### src/rtl/adc_avg_filter_if.sv
`default_nettype none
// +-----------------------------------------------------------------+
// | adc_avg_filter_if : sample/result bundle for the 4-ch averager   |
// | Rev 1.0                                                          |
// +-----------------------------------------------------------------+
interface adc_avg_filter_if #(
    parameter int WIDTH = 16
);
    logic             in_valid;
    logic [WIDTH-1:0] in1, in2, in3, in4;
    logic             clear;
    logic [WIDTH-1:0] out1, out2, out3, out4;
    logic             out_valid;
    logic             busy;
    logic             full;
    logic             overrun;

    modport master (
        output in_valid, in1, in2, in3, in4, clear,
        input  out1, out2, out3, out4, out_valid, busy, full, overrun
    );

    modport slave (
        input  in_valid, in1, in2, in3, in4, clear,
        output out1, out2, out3, out4, out_valid, busy, full, overrun
    );
endinterface
`default_nettype wire

### src/rtl/adc_avg_filter.sv
`default_nettype none
// +-----------------------------------------------------------------+
// | adc_avg_filter : 4-channel boxcar average, one shared adder      |
// | Rev 1.0                                                          |
// +-----------------------------------------------------------------+
module adc_avg_filter #(
    parameter int WIDTH      = 16,
    parameter int LOG2_DEPTH = 3
) (
    input  wire logic        clk,
    input  wire logic        reset,
    adc_avg_filter_if.slave  bus
);
    localparam int DEPTH = 1 << LOG2_DEPTH;
    localparam int SW    = WIDTH + LOG2_DEPTH;
    localparam logic [LOG2_DEPTH-1:0] PTR_LAST = LOG2_DEPTH'(DEPTH - 1);
    localparam logic [LOG2_DEPTH-1:0] PTR_ONE  = LOG2_DEPTH'(1);

    typedef enum logic [1:0] {
        S_IDLE = 2'd0,
        S_RD   = 2'd1,
        S_UPD  = 2'd2,
        S_OUT  = 2'd3
    } state_t;

    state_t                state_q, state_d;
    logic [1:0]            ch_q, ch_d;
    logic [LOG2_DEPTH-1:0] ptr_q;
    logic [WIDTH-1:0]      hist_q [4][DEPTH];
    logic [WIDTH-1:0]      samp_q [4];
    logic [WIDTH-1:0]      old_q;
    logic [SW-1:0]         sum_q  [4];
    logic [WIDTH-1:0]      out_q  [4];
    logic                  out_valid_q;
    logic                  full_q;
    logic                  overrun_q;
    logic [SW-1:0]         w_sum_next;

    // The sum already contains the outgoing sample, so this never underflows.
    assign w_sum_next = sum_q[ch_q] + SW'(samp_q[ch_q]) - SW'(old_q);

    always_comb begin
        state_d = state_q;
        ch_d    = ch_q;
        case (state_q)
            S_IDLE: if (bus.in_valid) begin
                state_d = S_RD;
                ch_d    = 2'd0;
            end
            S_RD:   state_d = S_UPD;
            S_UPD:  if (ch_q != 2'd3) begin
                ch_d    = ch_q + 2'd1;
                state_d = S_RD;
            end else begin
                state_d = S_OUT;
            end
            S_OUT:  state_d = S_IDLE;
            default: state_d = S_IDLE;
        endcase
        if (bus.clear) begin
            state_d = S_IDLE;
            ch_d    = 2'd0;
        end
    end

    always_ff @(posedge clk or posedge reset) begin
        if (reset) begin
            state_q <= S_IDLE;
            ch_q    <= 2'd0;
        end else begin
            state_q <= state_d;
            ch_q    <= ch_d;
        end
    end

    always_ff @(posedge clk or posedge reset) begin
        if (reset) begin
            ptr_q       <= '0;
            old_q       <= '0;
            out_valid_q <= 1'b0;
            full_q      <= 1'b0;
            overrun_q   <= 1'b0;
            for (int c = 0; c < 4; c++) begin
                samp_q[c] <= '0;
                sum_q[c]  <= '0;
                out_q[c]  <= '0;
                for (int d = 0; d < DEPTH; d++) hist_q[c][d] <= '0;
            end
        end else if (bus.clear) begin
            ptr_q       <= '0;
            old_q       <= '0;
            out_valid_q <= 1'b0;
            full_q      <= 1'b0;
            overrun_q   <= 1'b0;
            for (int c = 0; c < 4; c++) begin
                samp_q[c] <= '0;
                sum_q[c]  <= '0;
                out_q[c]  <= '0;
                for (int d = 0; d < DEPTH; d++) hist_q[c][d] <= '0;
            end
        end else begin
            out_valid_q <= 1'b0;
            if (bus.in_valid) begin
                if (state_q == S_IDLE) begin
                    samp_q[0] <= bus.in1;
                    samp_q[1] <= bus.in2;
                    samp_q[2] <= bus.in3;
                    samp_q[3] <= bus.in4;
                end else begin
                    overrun_q <= 1'b1;
                end
            end
            case (state_q)
                S_RD:  old_q <= hist_q[ch_q][ptr_q];
                S_UPD: begin
                    sum_q[ch_q]         <= w_sum_next;
                    hist_q[ch_q][ptr_q] <= samp_q[ch_q];
                end
                S_OUT: begin
                    for (int c = 0; c < 4; c++) out_q[c] <= sum_q[c][SW-1:LOG2_DEPTH];
                    out_valid_q <= 1'b1;
                    ptr_q       <= ptr_q + PTR_ONE;
                    if (ptr_q == PTR_LAST) full_q <= 1'b1;
                end
                default: ;
            endcase
        end
    end

    assign bus.out1      = out_q[0];
    assign bus.out2      = out_q[1];
    assign bus.out3      = out_q[2];
    assign bus.out4      = out_q[3];
    assign bus.out_valid = out_valid_q;
    assign bus.busy      = (state_q != S_IDLE);
    assign bus.full      = full_q;
    assign bus.overrun   = overrun_q;
endmodule
`default_nettype wire
### src/flat_wrapper.sv
// flat-port wrapper written by rule: the top's interface ports become plain ports
module adc_avg_filter_flat 
#(
    parameter int WIDTH      = 16,
    parameter int LOG2_DEPTH = 3
)
  (clk, reset, bus_in_valid, bus_in1, bus_in2, bus_in3, bus_in4, bus_clear, bus_out1, bus_out2, bus_out3, bus_out4, bus_out_valid, bus_busy, bus_full, bus_overrun);
  adc_avg_filter_if #(.WIDTH(WIDTH)) bus_i ();
  input  wire logic clk;
  input  wire logic reset;
  input wire logic [$bits(bus_i.in_valid)-1:0] bus_in_valid;
  input wire logic [$bits(bus_i.in1)-1:0] bus_in1;
  input wire logic [$bits(bus_i.in2)-1:0] bus_in2;
  input wire logic [$bits(bus_i.in3)-1:0] bus_in3;
  input wire logic [$bits(bus_i.in4)-1:0] bus_in4;
  input wire logic [$bits(bus_i.clear)-1:0] bus_clear;
  output wire logic [$bits(bus_i.out1)-1:0] bus_out1;
  output wire logic [$bits(bus_i.out2)-1:0] bus_out2;
  output wire logic [$bits(bus_i.out3)-1:0] bus_out3;
  output wire logic [$bits(bus_i.out4)-1:0] bus_out4;
  output wire logic [$bits(bus_i.out_valid)-1:0] bus_out_valid;
  output wire logic [$bits(bus_i.busy)-1:0] bus_busy;
  output wire logic [$bits(bus_i.full)-1:0] bus_full;
  output wire logic [$bits(bus_i.overrun)-1:0] bus_overrun;
  assign bus_i.in_valid = bus_in_valid;
  assign bus_i.in1 = bus_in1;
  assign bus_i.in2 = bus_in2;
  assign bus_i.in3 = bus_in3;
  assign bus_i.in4 = bus_in4;
  assign bus_i.clear = bus_clear;
  assign bus_out1 = bus_i.out1;
  assign bus_out2 = bus_i.out2;
  assign bus_out3 = bus_i.out3;
  assign bus_out4 = bus_i.out4;
  assign bus_out_valid = bus_i.out_valid;
  assign bus_busy = bus_i.busy;
  assign bus_full = bus_i.full;
  assign bus_overrun = bus_i.overrun;
  adc_avg_filter #(.WIDTH(WIDTH), .LOG2_DEPTH(LOG2_DEPTH)) u_core (.clk(clk), .reset(reset), .bus(bus_i));
endmodule
### config.mk
export PLATFORM = sky130hd
export DESIGN_NAME = adc_avg_filter_flat
export DESIGN_NICKNAME = d
export VERILOG_FILES = /design/src/rtl/adc_avg_filter_if.sv /design/src/rtl/adc_avg_filter.sv /design/src/flat_wrapper.sv
export SDC_FILE = /design/constraint.sdc
export NUM_CORES = 2
export LEC_CHECK = 0
export CORE_ASPECT_RATIO = 1.25
export CORE_MARGIN = 2
export CORE_UTILIZATION = 61
export DETAILED_ROUTE_END_ITERATION = 7
export GPL_TIMING_DRIVEN = 0
export PLACE_DENSITY = 0.8
export SLEW_MARGIN = 20
export SYNTH_ARGS = -nofsm -noshare
export SYNTH_HDL_FRONTEND = slang
export SYNTH_SLANG_ARGS = --single-unit
### constraint.sdc
create_clock -name clk -period 33 [get_ports clk]
set_input_delay 6.6 -clock clk [delete_from_list [all_inputs] [get_ports clk]]
set_output_delay 6.6 -clock clk [all_outputs]
set_load 0.1 [all_outputs]
==> impl_results.md <==
- Clock skew: 20.6 ps
- Placement row count: 94
- DR iter-0 viols: 3059
- Ant. Diodes: 0
- Gr usage total: 0.376
- Starting Density: 0.619
- Post-cts resize count: 0
- H-tree Lvls: 3
- CP Max Fanout: 10
- Average cell area after synthesis: 14.4 um2
- Minimum setup slack among reg-to-reg paths: 27460 ps
- Clock buffer depth: 3
- Fin. Hold Viols: 0
- DIE WIDTH: 211 um
- Startpoint class of the critical path: register
- Filler Cells Inserted: 3367
- Final Power: 2.00 mW
- # port buffers: 134
- Post-synth EDFFs: 0
- MaxCap Viol Count: 0
- Hold WC Path Type: reg -> reg
- Setup Buffers After CTS: 0
- Pin count of the biggest net entering global routing: 116
- Outcome: finished, final reports clean
- Syn Inst Count: 2268
- CTS sink cnt: 742
- Synth Register Bits: 742
- Kind of critical path: reg -> out
- DR vias/cell: 7.47
- YS warnings: 0
- Max-Slew Margin vs Limit: 0.120
- Layout cell share with drive strength beyond 1: 0.165
- Slew @ Worst Pin: 1320 ps
- RSZ-0062 raised after global routing: false
- Final min period: 9140 ps
- Total CTS buffers: 74
- Placed instance area: 35100 um2
- Commonest cells after routing, fill and taps aside: dfrtp_1, a22o_1, mux4_2
- Max Freq: 109 MHz
- CTS clk-pin slew, worst paths: 60 ps
- Worst path arrival time: 2540 ps
- Ys flop type: dfrtp_1
- Post-synth ARST share: 1.00
- Fin cells: 3213
- Initial antenna violation count: 0
- Routed Antenna Nets: 0
- Place WS: 23780 ps
- WL final: 102000 um
- Pleak: 17.1 nW
- Die area: 55400 um2
- RD Place Congestion: 0.970
- Design area: 37500 um2
- Number of global-route vias before repair: 25400
- Nets@finish: 2594
- Worst vdd ir: 0.0384 mV
- Critical Path RT: 26400 ps
- Syn nets: 2377
- Die height: 263 um
- Cell Chain, Critical Path: buf_2, nor2_1, inv_1, clkdlybuf4s50_1
- Setup-failing EPs final: 0
- # hold bufs at CTS: 0
- DP Wirelength: 73100 um
- Crit share post-route: 0.277
- Latest clock arrival within the worst-skew pair: 630 ps
- Post-DR wirelength/cell: 31.7 um
- Most common cell after layout, fill and taps aside: dfrtp_1
- Synth unique cells: 54
- Area Growth Syn to Fin: 14.9%
- Fin. max-slew vios: 0
- First-pass GRT wire length: 155000 um
- IO Pins: 136
- Remaining DRCs: 0
- Share of the yosys chip area belonging to registers: 0.568
- Core area: 52800 um2
- DR pass1 iterations: 8
- CTS tree: done
- GR Overflow Total: 0
- P per Cell Area: 53.2 nW/um2
- Crit-path slowest cell: clkdlybuf4s50_1
- Critical Path Sink Type: output port
- CTS root buffer: clkbuf_16
- Slowest stage delay, CP: 1140 ps
- Synth Cell Area: 32700 um2
- Routed via count: 24000
- # placed instances: 3081
- Setup ws final: 23860 ps
-- stage by stage --
step	util	hold WS, ps	TNS, ps
2_1_floorplan	-	467	0
5_1_grt	0.711	513	0
4_1_cts	0.711	502	0
3_3_place_gp	0.660	481	-289560
3_5_place_dp	0.664	482	0
6_report	0.711	494	0
-- routing by layer --
metal,global-route usage,routed length (um)
met1,0.448,34800
met2,0.616,49900
met3,0.0870,9490
met4,0.248,7630
met5,0.00177,0
-- cell families (layout without fill, tap and decap cells) --
group	count (synthesis)	after routing	synth area share
multiplexers	165	165	0.113
XOR/XNOR	16	16	0.00429
buffers and inverters	292	565	0.0393
adder cells (fa/ha/maj)	41	41	0.0194
AND/OR/NAND/NOR	118	118	0.0260
flip-flops	742	742	0.568
AO/OA/AOI/OAI	894	894	0.230
-- final cells by class --
type                            count  area [um2]  area share
Buffer                            218        1010      0.0269
Timing Repair Buffer              141        1530      0.0409
Clock inverter                     20         215     0.00573
Tap cell                          672         841      0.0224
Clock buffer                      112        2270      0.0605
Sequential cell                   742       18600       0.495
Inverter                           74         285     0.00760
Multi-Input combinational cell   1234       12800       0.341
-- flip-flops by register name, summed over array words and instances (netlist names) --
register,count
u_core.ptr_q,3
u_core.samp_q,64
u_core.bus.out_valid,1
u_core.ch_q,2
u_core.sum_q,76
u_core.state_q,2
u_core.bus.out2,16
u_core.hist_q,512
u_core.bus.out3,16
u_core.bus.out1,16
u_core.bus.out4,16
u_core.bus.full,1
u_core.old_q,16
u_core.bus.overrun,1
-- critical path: cells and delay by family, from the launching register on --
family / cells / cell delay (ps)
and+or+nand+nor: 1 / 130
DFF: 1 / 330
buffers and inverters: 3 / 1470
-- report_power, final --
group          leakage [nW]  switching, mW  total [mW]  internal (mW)
Clock                  1.22          0.363       0.870          0.507
Sequential             10.3        0.00527       0.922          0.917
Combinational          5.55          0.146       0.206         0.0602
Total                  17.1          0.514        2.00           1.48
-- synthesized netlist by cell type (2+ instances only) --
cell type  number  area [um2]
o21bai_1        2        15.0
and2_1          8        50.1
a22oi_1        66         495
mux4_2        163        3670
ha_1           25         313
o21ai_0         7        35.0
o21a_1          2        15.0
nor2_1         18        67.6
or2_2           3        18.8
inv_1          73         274
a21o_1          8        60.1
nand2_4         4        45.0
a22o_1        735        6440
a221o_1         2        20.0
dfrtp_1       742       18600
buf_2          39         195
o211ai_1        3        22.5
nor2_4         32         360
nand2_1        14        52.6
nand4_1        16         100
o21ai_1        33         165
xor2_1          6        52.6
buf_1          11        41.3
xnor2_1        10        87.6
nand3_1         6        30.0
a21oi_1        25         125
nor3_1          4        20.0
fa_1           16         320
clkbuf_1      131         492
buf_4          37         278
nor3b_1         4        30.0
-- worst paths after layout --
check / start / to / depth (start not counted)
max in group asynchronous: reset / u_core.hist_q[374] / 6
worst max-delay path: u_core.state_q[0] / bus_busy / 4
worst min-delay path: u_core.bus.overrun / u_core.bus.overrun / 2
min in group asynchronous: reset / u_core.sum_q[36] / 2
worst max register to register: u_core.ch_q[1] / u_core.sum_q[75] / 16
worst min register to register: u_core.bus.overrun / u_core.bus.overrun / 2
(Power assumes the default switching activity.)
